**config.mk**
```make
export PLATFORM = sky130hd
export DESIGN_NAME = fifo_wr_arb
export DESIGN_NICKNAME = d
export VERILOG_FILES = /design/src/rtl/fifo_wr_arb_pkg.sv /design/src/rtl/fifo_wr_arb.sv
export SDC_FILE = /design/constraint.sdc
export NUM_CORES = 1
export LEC_CHECK = 0
export BUFFER_PORTS_ARGS = -buffer_cell sky130_fd_sc_hd__buf_2
export CORE_MARGIN = 1.5
export CORE_UTILIZATION = 45
export DETAILED_ROUTE_END_ITERATION = 8
export PLACE_DENSITY = 0.76
export SYNTH_ARGS = -nofsm -noshare
export SYNTH_HDL_FRONTEND = slang
export SYNTH_SLANG_ARGS = --single-unit
```
**constraint.sdc**
```tcl
create_clock -name wclk -period 5.1 [get_ports wclk]
set_input_delay 0.51 -clock wclk [delete_from_list [all_inputs] [get_ports wclk]]
set_output_delay 0.51 -clock wclk [all_outputs]
set_load 0.01 [all_outputs]
```
**src/rtl/fifo_wr_arb_pkg.sv**
```systemverilog
// Shared definitions for the UART FIFO write-side blocks: arbiter state
// encodings, the default grant timeout and the timeout counter width.
package fifo_wr_arb_pkg;

   typedef enum logic [1:0] {
      IDLE = 2'd0,
      GNT0 = 2'd1,
      GNT1 = 2'd2
   } arb_state_t;

   localparam int TIMEOUT_DEFAULT = 255;
   localparam int TO_CNT_W        = 8;

   function automatic arb_state_t gnt_state(input logic idx);
      return idx ? GNT1 : GNT0;
   endfunction

endpackage

```
**src/rtl/fifo_wr_arb.sv**
```systemverilog
// Two-requester, packet-atomic round-robin arbiter in front of a FIFO write
// port, with a grant timeout for requesters that stall mid-packet.
module fifo_wr_arb
   import fifo_wr_arb_pkg::*;
#(
   parameter int DW      = 8,
   parameter int TIMEOUT = TIMEOUT_DEFAULT
) (
   input  logic          wclk,
   input  logic          rst,
   input  logic          s0_valid,
   input  logic [DW-1:0] s0_data,
   input  logic          s0_last,
   output logic          s0_ready,
   input  logic          s1_valid,
   input  logic [DW-1:0] s1_data,
   input  logic          s1_last,
   output logic          s1_ready,
   input  logic          full,
   output logic          winc,
   output logic [DW-1:0] wdata,
   output logic          busy,
   output logic          owner,
   output logic          to_err,
   output arb_state_t    dbg_state
);

   localparam logic [TO_CNT_W-1:0] TO_LIM = TO_CNT_W'(TIMEOUT);

   // Handshake rule: a byte moves when the state grants requester n,
   // sn_valid=1 and full=0; sn_ready is !full only while n holds the grant.
   arb_state_t          state;
   logic                prio;
   logic [TO_CNT_W-1:0] cnt;
   logic                to_err_q;

   logic gnt0, gnt1, cur_valid, cur_last, hs;

   assign gnt0      = (state == GNT0);
   assign gnt1      = (state == GNT1);
   assign cur_valid = gnt1 ? s1_valid : s0_valid;
   assign cur_last  = gnt1 ? s1_last  : s0_last;
   assign hs        = (gnt0 | gnt1) & cur_valid & ~full;

   assign s0_ready  = gnt0 & ~full;
   assign s1_ready  = gnt1 & ~full;
   assign winc      = hs;
   assign wdata     = gnt0 ? s0_data : (gnt1 ? s1_data : '0);
   assign busy      = gnt0 | gnt1;
   assign owner     = gnt1;
   assign to_err    = to_err_q;
   assign dbg_state = state;

   always_ff @(posedge wclk or posedge rst) begin
      if (rst) begin
         state    <= IDLE;
         prio     <= 1'b0;
         cnt      <= '0;
         to_err_q <= 1'b0;
      end else begin
         to_err_q <= 1'b0;
         case (state)
            IDLE: begin
               cnt <= '0;
               if (s0_valid && s1_valid) state <= gnt_state(prio);
               else if (s0_valid)        state <= GNT0;
               else if (s1_valid)        state <= GNT1;
            end
            GNT0, GNT1: begin
               if (hs) begin
                  cnt <= '0;
                  if (cur_last) begin
                     state <= IDLE;
                     prio  <= ~owner;
                  end
               // Only truly idle cycles count; a full-stalled byte does not.
               end else if (!cur_valid) begin
                  if (cnt + 1'b1 == TO_LIM) begin
                     state    <= IDLE;
                     prio     <= ~owner;
                     to_err_q <= 1'b1;
                     cnt      <= '0;
                  end else begin
                     cnt <= cnt + 1'b1;
                  end
               end
            end
            default: state <= IDLE;
         endcase
      end
   end

endmodule
```
# Word-level counts from Yosys, hierarchy flattened

Cells that the tools add are included.

Word-level logic and storage cells: 54
Register bits: 12

Equality and inequality tests: 9
Multiplexer cells: 25
Add/subtract/negate cells: 1
Reductions and logical operators: 8
Bitwise logic cells: 7

Operators by type and width:

| cell                                                                     | count |
|---|---|
| 8-bit two-way mux                                                        | 5 |
| 2-bit two-way mux                                                        | 8 |
| 8-bit one-hot mux with 2 select lines                                    | 1 |
| 1-bit two-way mux                                                        | 10 |
| 3-bit inequality test (second input constant)                            | 3 |
| 8-bit by 1-bit adder with 8-bit output (second input constant)           | 1 |
| 8-bit == test (second input constant)                                    | 1 |
| 4-bit AND reduction                                                      | 2 |
| 1-bit AND                                                                | 4 |
| 4-bit inequality test (second input constant)                            | 1 |
| 2-bit one-hot mux with 2 select lines                                    | 1 |
| 2-bit nonzero test                                                       | 2 |
| 2-bit by 1-bit == test with 1-bit output (second input constant)         | 1 |
| 2-bit == test (second input constant)                                    | 1 |
| 2-bit logical NOT                                                        | 1 |
| 2-bit by 1-bit inequality test with 1-bit output (second input constant) | 1 |
| 2-bit inequality test (second input constant)                            | 1 |
| 1-bit inverter                                                           | 2 |
| 2-bit AND reduction                                                      | 1 |
| 2-bit OR reduction                                                       | 1 |
| 1-bit logical AND                                                        | 1 |
| 1-bit OR                                                                 | 1 |

# Logic depth before layout (Yosys ltp)

Gate-level depths: netlist of the first run.

Depth after elaboration: 6
Gate-level depth with buffers: 8

# Worst setup path after synthesis of the first run

Ideal clock, no wire load.

Path type: register -> output
Start: register state[0], in the netlist dbg_state[0]
End: output port winc
Arrival time: 1.564 ns
Buffers on the path: 1
Required time: 4.590 ns
Stages on the path, launching flop included: 7
Slack: 3.026 ns
Cell sequence: dfrtp_1 -> inv_1 -> ha_1 -> buf_2 -> mux2i_1 -> or2_2 -> nor2_1

Cells in the longest elaborated chain, start to end: 4
Elaborated cells on any way between the ends: 6
Those cells by class: eq/ne: 2; mux: 1; bitwise: 3

Ends and longest elaborated chain:

| element                                       | line                                 | text |
|---|---|---|
| start: declaration                            | fifo_wr_arb.sv:32                    | `arb_state_t state;` |
| start signal: assignment                      | fifo_wr_arb.sv:65                    | `if (s0_valid && s1_valid) state <= gnt_state(prio);` |
| 2-bit == test *                               | fifo_wr_arb.sv:40                    | `assign gnt1 = (state == GNT1);` |
| named net owner                               | fifo_wr_arb.sv:23                    | `output logic owner,` |
| 1-bit OR or 1-bit two-way mux (tied branches) | fifo_wr_arb.sv:43, fifo_wr_arb.sv:41 |  |
| 1-bit AND * (2 in series)                     | fifo_wr_arb.sv:43                    | `assign hs = (gnt0 \| gnt1) & cur_valid & ~full;` |
| end: declaration                              | fifo_wr_arb.sv:20                    | `output logic winc,` |

The timed path passes the listed nets; every way through them passes the cells marked *.

# Final worst setup path of the first run

Start: register state[0], in the netlist dbg_state[0]
End: output port winc

Cells in the longest elaborated chain, start to end: 4
Elaborated cells on any way between the ends: 6
Those cells by class: eq/ne: 2; mux: 1; bitwise: 3

Ends and longest elaborated chain:

| element                                                                   | line |
|---|---|
| 2-bit by 1-bit == test with 1-bit output or 2-bit == test (tied branches) | fifo_wr_arb.sv:39, fifo_wr_arb.sv:40 |
| 1-bit OR or 1-bit two-way mux (tied branches)                             | fifo_wr_arb.sv:43, fifo_wr_arb.sv:41 |
| 1-bit AND * (2 in series)                                                 | fifo_wr_arb.sv:43 |

Every way passes the cells marked *; elsewhere a longest branch is shown, timed or not.

==> results of run 1 <==
[power groups by stage]
stage	clock, uW	sequential [uW]	combinational, uW
after floorplan	0	131	203
after global placement	0	130	283
after detailed placement	0	132	285
after CTS	74.7	130	286
after global routing	79.4	134	319
final	72.7	130	286
[registers in the layout (all words and copies together), names as in the netlist]
| name | flops |
|---|---|
| prio | 1 |
| dbg_state | 2 |
| cnt | 8 |
| to_err | 1 |
[how the worst max path moves through the flow]
stage                          endpoint  slack [ps]  depth (start not counted)
2_1_floorplan                      winc        3030                          6
3_3_place_gp                       winc        3060                          6
3_5_place_dp   dbg_state[1]$_DFFE_PP0P_        2940                          7
4_1_cts                            winc        2680                          6
5_1_grt                            winc        2520                          6
6_report                           winc        2680                          6
[cells in the mapped netlist, drive strengths merged]
| library cell | n |
|---|---|
| a211o | 2 |
| a211oi | 2 |
| a21o | 1 |
| a21oi | 2 |
| a22o | 7 |
| a22oi | 1 |
| a31oi | 1 |
| and3 | 1 |
| and3b | 1 |
| and4 | 1 |
| buf | 2 |
| clkbuf | 2 |
| dfrtp | 12 |
| ha | 5 |
| inv | 8 |
| mux2i | 3 |
| nand2 | 20 |
| nand3 | 6 |
| nand4 | 2 |
| nand4b | 1 |
| nor2 | 4 |
| nor2b | 3 |
| nor3 | 4 |
| o211ai | 2 |
| o21ai | 8 |
| o22ai | 3 |
| o2bb2ai | 2 |
| o31ai | 1 |
| or2 | 1 |
| or2b | 1 |
| or3 | 2 |
| xor2 | 2 |
[cell type report]
type                    count  area [um^2]  area share [%]
multi-input cells          89          592            50.1
flip-flops and latches     12          300            25.4
repair buffers             38          190            16.1
clock buffers               4         36.3            3.07
well taps                  27         33.8            2.86
inverters                   8         30.0            2.54
[stage by stage]
| stage | hold slack [ps] | cell area (um^2) | instances | utilization [%] |
|---|---|---|---|---|
| after floorplan | 375 | 940 | 113 | - |
| after global placement | 521 | 1150 | 174 | 58.4 |
| after detailed placement | 534 | 1150 | 174 | 58.4 |
| after CTS | 245 | 1180 | 178 | 60.3 |
| after global routing | 267 | 1180 | 178 | 60.3 |
| final | 237 | 1180 | 178 | 60.3 |
[cell families after synthesis]
| family | count (synthesis) |
|---|---|
| AOI/OAI and AO/OA | 32 |
| buffers and inverters | 12 |
| xor gates and xnor gates | 2 |
| DFF | 12 |
| muxes | 3 |
| adders and majority gates | 5 |
| and+or+nand+nor | 47 |
[layer usage]
| metal | global-route usage (%) | up-vias | wire length (um) |
|---|---|---|---|
| li1 | - | 489 | - |
| met1 | 20.9 | 441 | 920 |
| met2 | 35.2 | 41 | 1080 |
| met3 | 4.01 | 4 | 171 |
| met4 | 9.05 | 0 | 21 |
| met5 | 0 | - | 0 |
==> flow_metrics.py, run 1 <==
metrics = {
    "timing": {
        "relSlewSlack_pct": 46.4,
        "rsz0062_at_grt": "no",
        "min_period_over_period_pct": 47.4,
        "setup_slack_ps": 2680,
        "tns_ps": 0,
        "drv_slew": 0,
        "hold_viol": 0,
        "skew_ps": 1.31,
        "tightest_slew_ps": 805,
        "max_freq_mhz": 414,
        "finalCriticalPeriod_ps": 2420,
        "setup_violations": 0,
    },
    "global_route": {
        "track_usage_pct": 19.2,
        "grt_pass1_wl_mm": 3.67,
        "grt_max_degree": 13,
        "grt_overflow_total": 0,
        "antenna_found_initial": 0,
        "grt_pass1_vias": 881,
    },
    "logic_synthesis": {
        "yosys.area_share.simple_pct": 26.1,
        "ys_seq_elements": 12,
        "yosysSeqAreaShare_pct": 32.0,
        "netlist_instances": 113,
        "synthTopCellsByArea": "dfrtp_1 (32%), nand2_1 (8.0%), ha_1 (6.7%)",
        "synthXorXnorAreaFrac_pct": 1.86,
        "synth_adder_area_share_pct": 6.66,
        "synth_cell_type_count": 36,
        "synth-compound-area-share_pct": 25.2,
        "synth_top_area_cell": "dfrtp_1",
        "syn_area_um2": 940,
        "ys_warn_count": 0,
        "synth_top_family_by_area": "simple AND/OR/NAND/NOR gates",
        "syn_nets": 141,
        "synthMuxAreaShare_pct": 3.20,
        "avgSynthCellArea_um2": 8.32,
        "yosysTopAreaCellShare_pct": 32.0,
    },
    "power": {
        "p_int_uw": 267,
        "combPwrFrac_pct": 58.5,
        "pwr-share-seq_pct": 26.7,
        "p_sw_uw": 221,
        "sw_frac_of_total_pct": 45.3,
        "power.density_nw_per_um2": 413,
        "total_power_uw": 488,
        "clock_power_share_pct": 14.9,
        "cellLeakagePower_uw": 0.000584,
        "ir_drop_mv": 0.247,
    },
    "min_path": {
        "hold_class": "input port to async pin",
    },
    "cells_and_area": {
        "diodes": 0,
        "mostFrequentLayoutCell": "buf_2",
        "fillers": 195,
        "final_cell_mix": "buf_2 (38), nand2_1 (20), dfrtp_1 (12)",
        "syn_to_final_growth_pct": 25.8,
        "drive_gt1_share_pct": 31.8,
        "nets": 180,
    },
    "worst_setup_path": {
        "cp.required_ps": 4590,
        "cp-startpoint": "dbg_state[0]$_DFFE_PP0P_",
        "cp_max_fo": 9,
        "max_stage_delay_ps": 410,
        "r2r_slack_ps": 2960,
        "r2r_end": "dbg_state[1]$_DFFE_PP0P_",
        "cp_top_family": "flip-flops",
        "timing.rr.start": "dbg_state[0]$_DFFE_PP0P_",
        "cp-start-kind": "flip-flop",
        "crit_type": "flip-flop to output port",
        "arrival_ps": 1910,
        "worst-r2r-cell-count": 7,
        "crit_slowest_cell": "dfrtp_1",
        "crit_path_end_kind": "output port",
        "crit_chain": "inv_1 -> ha_1 -> mux2i_1 -> or2_2 -> nor2_1 -> buf_2",
        "critPathBufInv": 2,
    },
    "placement": {
        "globalplace.congestion": 0.872,
        "portBuffers": 38,
        "dp_slack_ps": 2940,
        "dp_hpwl_mm": 1.78,
    },
    "clock_network": {
        "ctsRootBufferMaster": "clkbuf_4",
        "htreeDepth": 1,
        "clock_path_buffers": 2,
        "clk_latency_ps": 270,
        "cts_tree": "done",
        "cts_hold_buf": 0,
        "cts_inserted_buffers": 3,
        "cts_setup_buffers": 0,
        "cts.repair.resized": 0,
        "clk_pin_slew_ps": 70,
        "cts_sinks": 12,
    },
    "die": {
        "start_util_pct": 47.9,
        "io_pins": 39,
        "core_um2": 1960,
        "die-width_um": 48.7,
        "die_y_um": 48.7,
        "design.die.area_um2": 2370,
        "rows": 16,
    },
    "route": {
        "routed_wl_mm": 2.20,
        "ant_nets": 0,
        "via_count": 975,
        "drc_errors": 0,
        "viasPerCell": 5.48,
        "drt-initial-drc-count": 19,
        "drtPass1Iterations": 4,
        "wl_per_cell_um": 12.3,
    },
    "run_status": {
        "status": "complete, no violations",
    },
    "job": {
        "maxCapViolCount": 0,
    },
}
Note: power is estimated with default switching activity, not from simulation.
==> run 2: changes to the inputs <==
--- a/config.mk
+++ b/config.mk
@@ -7,9 +7,9 @@
 export LEC_CHECK = 0
 export BUFFER_PORTS_ARGS = -buffer_cell sky130_fd_sc_hd__buf_2
 export CORE_MARGIN = 1.5
-export CORE_UTILIZATION = 45
+export CORE_UTILIZATION = 42
 export DETAILED_ROUTE_END_ITERATION = 8
-export PLACE_DENSITY = 0.76
+export PLACE_DENSITY = 0.74
 export SYNTH_ARGS = -nofsm -noshare
 export SYNTH_HDL_FRONTEND = slang
 export SYNTH_SLANG_ARGS = --single-unit
==> constraint.sdc (replaced) <==
create_clock -name wclk -period 2.18 [get_ports wclk]
set_input_delay 0.218 -clock wclk [delete_from_list [all_inputs] [get_ports wclk]]
set_output_delay 0.218 -clock wclk [all_outputs]
set_load 0.01 [all_outputs]
==> run 2 against run 1 <==
- core utilization is 1.7 points lower
- clock skew up 3.2 ps
- non-clock buffer count grew 3
- critical endpoint unchanged
- count of clock-buffer cells in the layout fell by 1
- hold slack better by 4.8 ps
==> flow_metrics.py, run 2 (synthesized netlist as in run 1, its figures left out) <==
metrics = {
    "power": {
        "cellLeakagePower_uw": 0.000592,
        "ir_drop_mv": 0.768,
        "p_int_uw": 618,
        "sw_frac_of_total_pct": 46.7,
        "p_sw_uw": 542,
        "pwr-share-seq_pct": 26.2,
        "combPwrFrac_pct": 61.8,
        "clock_power_share_pct": 12.0,
        "power.density_nw_per_um2": 970,
    },
    "worst_setup_path": {
        "crit_chain": "inv_1 -> ha_1 -> mux2i_1 -> or2_2 -> nor2_1 -> buf_2",
        "max_stage_delay_ps": 420,
        "cp.required_ps": 1960,
        "timing.rr.start": "cnt[0]$_DFFE_PP0P_",
        "crit_path_end_kind": "output port",
        "arrival_ps": 1790,
        "cp_top_family": "flip-flops",
        "crit_slowest_cell": "dfrtp_1",
        "crit_type": "flip-flop to output port",
        "critPathBufInv": 2,
        "cp-startpoint": "dbg_state[0]$_DFFE_PP0P_",
        "cp_max_fo": 5,
        "cp-start-kind": "flip-flop",
    },
    "clock_network": {
        "ctsRootBufferMaster": "clkbuf_4",
        "cts_inserted_buffers": 3,
        "clk_latency_ps": 280,
        "htreeDepth": 1,
        "cts_tree": "done",
        "clock_path_buffers": 2,
        "clk_pin_slew_ps": 70,
        "cts_sinks": 12,
    },
    "timing": {
        "tightest_slew_ps": 797,
        "finalCriticalPeriod_ps": 2010,
        "tns_ps": 0,
        "setup_violations": 0,
        "skew_ps": 4.49,
        "relSlewSlack_pct": 46.9,
        "rsz0062_at_grt": "no",
        "min_period_over_period_pct": 92.2,
        "drv_slew": 0,
        "hold_slack_ps": 242,
        "hold_viol": 0,
        "setup_slack_ps": 170,
        "max_freq_mhz": 498,
    },
    "die": {
        "die_y_um": 50.3,
        "core_um2": 2040,
        "design.die.area_um2": 2530,
        "die-width_um": 50.3,
        "io_pins": 39,
        "start_util_pct": 46.0,
        "rows": 16,
    },
    "min_path": {
        "hold_class": "input port to flip-flop",
        "hold_start": "s1_valid",
    },
    "global_route": {
        "grt_pass1_wl_mm": 3.97,
        "grt_overflow_total": 0,
        "grt_max_degree": 13,
        "antenna_found_initial": 0,
        "grt_pass1_vias": 935,
        "track_usage_pct": 20.5,
    },
    "cells_and_area": {
        "fin_area_um2": 1200,
        "largest_reg_flops": 8,
        "utilization_pct": 58.6,
        "top_register": "cnt",
        "nets": 183,
        "mostFrequentLayoutCell": "buf_2",
        "syn_to_final_growth_pct": 27.3,
        "diodes": 0,
        "drive_gt1_share_pct": 32.7,
        "final_cell_mix": "buf_2 (38), nand2_1 (20), dfrtp_1 (12)",
    },
    "route": {
        "ant_nets": 0,
        "drtPass1Iterations": 4,
        "routed_wl_mm": 2.35,
        "via_count": 1008,
        "viasPerCell": 5.60,
        "drc_errors": 0,
        "drt-initial-drc-count": 22,
        "wl_per_cell_um": 13.0,
    },
    "placement": {
        "globalplace.congestion": 0.849,
        "dpl-instance-area_um2": 1160,
        "dp_slack_ps": 181,
        "portBuffers": 38,
        "dp_hpwl_mm": 1.84,
    },
    "job": {
        "maxCapViolCount": 0,
    },
    "run_status": {
        "status": "complete, no violations",
    },
}
run 2: final cells by class:
class | instances | area, um^2
clock buffers | 3 | 22.5
flip-flops and latches | 12 | 300
inverters | 8 | 30.0
well taps | 27 | 33.8
fillers | 195 | 846
repair buffers | 41 | 215
multi-input cells | 89 | 594
run 2: routing by layer:
metal,wire (um),part of all wire [%],track usage (%),vias up
met5,0,0,0,-
met4,40,1.7,7.66,0
met3,143,6.1,3.57,6
met2,1190,51,38.2,42
met1,968,41,23.0,468
li1,-,-,-,492
run 2: worst paths after layout:
kind                                            end  slack (ps)  cells after the start
min reg2reg                dbg_state[1]$_DFFE_PP0P_         550                      1
max reg2reg                        prio$_DFFE_PP0P_         190                      6
min                        dbg_state[1]$_DFFE_PP0P_         240                      3
max                                            winc         170                      6
min in group asynchronous          prio$_DFFE_PP0P_         480                      3
max in group asynchronous        cnt[7]$_DFFE_PP0P_        1380                      3
run 2: repair_timing:
item | CTS | global route
gates resized for setup | 0 | 1
hold buffers | 1 | 0
hold endpoints to repair | 12 | 0
setup buffers | 0 | 0
endpoints found under the setup margin | 0 | 7
run 2: power by group through the flow:
stage          Sequential, uW  Clock, uW  Combinational (uW)
2_1_floorplan             307          0                 476
3_3_place_gp              306          0                 694
3_5_place_dp              309          0                 708
4_1_cts                   305        139                 714
5_1_grt                   314        147                 799
6_report                  304        139                 717
run 2: worst register-to-register path, cell delays in order, from the launching register on:
cell     delay, ps
dfrtp_1        410
ha_1           260
nand3_2        130
or3_4          410
a211o_4        380
a21oi_2        140
mux2i_1        190
run 2: per-stage QoR:
step                      total power (uW)  instances
after floorplan                        783        113
after global placement                1000        176
after detailed placement              1020        176
after CTS                             1160        180
after global routing                  1260        180
final                                 1160        180
==> run 3: changes to the inputs <==
--- a/config.mk
+++ b/config.mk
@@ -8,8 +8,10 @@
 export BUFFER_PORTS_ARGS = -buffer_cell sky130_fd_sc_hd__buf_2
 export CORE_MARGIN = 1.5
 export CORE_UTILIZATION = 42
+export CTS_BUF_LIST = sky130_fd_sc_hd__clkbuf_16
 export DETAILED_ROUTE_END_ITERATION = 8
 export PLACE_DENSITY = 0.74
+export RECOVER_POWER = 25
 export SYNTH_ARGS = -nofsm -noshare
 export SYNTH_HDL_FRONTEND = slang
 export SYNTH_SLANG_ARGS = --single-unit
==> run 3 against run 2 <==
- count of clock-buffer cells in the layout unchanged
- the run now ends with hold timing left
- die area unchanged
- sequential share of layout area down 0.86 points
- register-to-register slack lost 40 ps
- global-route usage rose by 0.76 points
==> flow_metrics.py, run 3 (synthesized netlist as in run 1, its figures left out) <==
metrics = {
    "run_status": {
        "status": "finished, violations left",
        "violations": "hold timing",
    },
    "power": {
        "sw_frac_of_total_pct": 41.6,
        "combPwrFrac_pct": 53.2,
        "cellLeakagePower_uw": 0.000611,
        "p_int_uw": 793,
        "p_sw_uw": 564,
        "clock_power_share_pct": 24.3,
        "ir_drop_mv": 0.888,
        "pwr-share-seq_pct": 22.5,
        "power.density_nw_per_um2": 1100,
    },
    "worst_setup_path": {
        "crit_type": "flip-flop to output port",
        "cp-start-kind": "flip-flop",
        "cp_top_family": "multiplexers",
        "cp_max_fo": 5,
        "crit_slowest_cell": "mux2i_1",
        "max_stage_delay_ps": 450,
        "crit_chain": "inv_1 -> ha_1 -> mux2i_1 -> or2_2 -> nor2_1 -> buf_2",
        "arrival_ps": 1820,
        "cp.required_ps": 1960,
        "crit_path_end_kind": "output port",
        "critPathBufInv": 2,
    },
    "clock_network": {
        "cts_inserted_buffers": 3,
        "cts_tree": "done",
        "clock_path_buffers": 2,
        "ctsRootBufferMaster": "clkbuf_16",
        "cts_sinks": 12,
        "cts.repair.resized": 0,
        "clk_latency_ps": 240,
        "cts_hold_buf": 0,
        "clk_pin_slew_ps": 40,
        "cts_setup_buffers": 0,
        "htreeDepth": 1,
    },
    "route": {
        "drc_errors": 0,
        "ant_nets": 0,
        "drt-initial-drc-count": 29,
        "wl_per_cell_um": 13.4,
        "drtPass1Iterations": 4,
        "viasPerCell": 5.62,
        "via_count": 1006,
        "routed_wl_mm": 2.40,
    },
    "timing": {
        "setup_violations": 0,
        "tightest_slew_ps": 770,
        "relSlewSlack_pct": 48.7,
        "max_freq_mhz": 490,
        "finalCriticalPeriod_ps": 2040,
        "rsz0062_at_grt": "yes",
        "hold_viol": 12,
        "hold_slack_ps": -26.1,
        "skew_ps": 5.68,
        "drv_slew": 0,
        "min_period_over_period_pct": 93.6,
    },
    "die": {
        "rows": 16,
        "start_util_pct": 46.0,
        "die_y_um": 50.3,
        "core_um2": 2040,
        "io_pins": 39,
        "die-width_um": 50.3,
        "design.die.area_um2": 2530,
    },
    "placement": {
        "dpl-instance-area_um2": 1160,
        "globalplace.congestion": 0.849,
        "portBuffers": 38,
        "dp_hpwl_mm": 1.84,
        "dp_cells": 176,
    },
    "global_route": {
        "grt_pass1_wl_mm": 4.04,
        "grt_max_degree": 13,
        "track_usage_pct": 21.2,
        "grt_overflow_total": 0,
        "grt_pass1_vias": 927,
        "antenna_found_initial": 0,
    },
    "cells_and_area": {
        "fillers": 186,
        "top_register": "cnt",
        "final_cells": 179,
        "nets": 182,
        "syn_to_final_growth_pct": 31.8,
        "fin_area_um2": 1240,
        "largest_reg_flops": 8,
        "final_cell_mix": "buf_2 (38), nand2_1 (20), dfrtp_1 (12)",
        "diodes": 0,
        "drive_gt1_share_pct": 32.9,
        "mostFrequentLayoutCell": "buf_2",
    },
    "job": {
        "maxCapViolCount": 0,
    },
    "min_path": {
        "hold_class": "input port to async pin",
    },
}
## run 3: cell count changes in the layout (fill, tap and decap cells not counted), sizes merged
cell         change
dlygate4sd3      -1
## run 3: cell type report
cell class | count | area, um^2 | area share, %
Clock buffer | 3 | 75.1 | 6.06
Multi-Input combinational cell | 89 | 594 | 48.0
Sequential cell | 12 | 300 | 24.2
Inverter | 8 | 30.0 | 2.42
Tap cell | 27 | 33.8 | 2.73
Timing Repair Buffer | 40 | 205 | 16.6
## run 3: path summary, 6_finish.rpt
check                                                 to  slack, ps                     start  depth (start not counted)
min in group wclk               dbg_state[0]$_DFFE_PP0P_        290                  s0_valid                          3
max in group asynchronous             cnt[7]$_DFFE_PP0P_       1890                       rst                          2
worst max register to register        cnt[6]$_DFFE_PP0P_        150  dbg_state[0]$_DFFE_PP0P_                          6
worst min-delay path                    prio$_DFFE_PP0P_        -30                       rst                          2
worst max-delay path                                winc        140  dbg_state[0]$_DFFE_PP0P_                          6
worst min register to register  dbg_state[1]$_DFFE_PP0P_        540  dbg_state[1]$_DFFE_PP0P_                          1
## run 3: power by group through the flow
stage,registers [uW],clock network [uW],logic [uW]
floorplan,307,0,476
global placement,306,0,694
detailed placement,309,0,708
CTS,307,330,718
global route,315,343,804
finish,305,330,722
## run 3: stage by stage
step / util [%] / power (uW) / hold WS, ps / setup TNS, ps / setup slack (ps)
2_1_floorplan: - / 783 / 82.7 / 0 / 202
3_3_place_gp: 56.9 / 1000 / 253 / 0 / 265
3_5_place_dp: 56.9 / 1020 / 257 / 0 / 181
4_1_cts: 60.5 / 1350 / 7.71 / 0 / 115
5_1_grt: 60.7 / 1460 / 58.2 / -0.871 / -0.871
6_report: 60.7 / 1360 / -26.1 / 0 / 139
## run 3: per-layer routing
metal  vias to the layer above  track usage, %  part of all wire, %
met4                         0            9.01                  1.7
li1                        490               -                    -
met3                         4            4.46                  8.2
met5                         -               0                    0
met2                        55            39.3                   51
met1                       457            23.2                   39
## run 3: worst reg2reg max path: cells and delay by family (launching register included)
kind | cells | cell delay, ps
flops | 1 | 410
compound gates | 3 | 810
fa+ha+maj | 1 | 190
mux | 1 | 450
buf+inv | 1 | 100
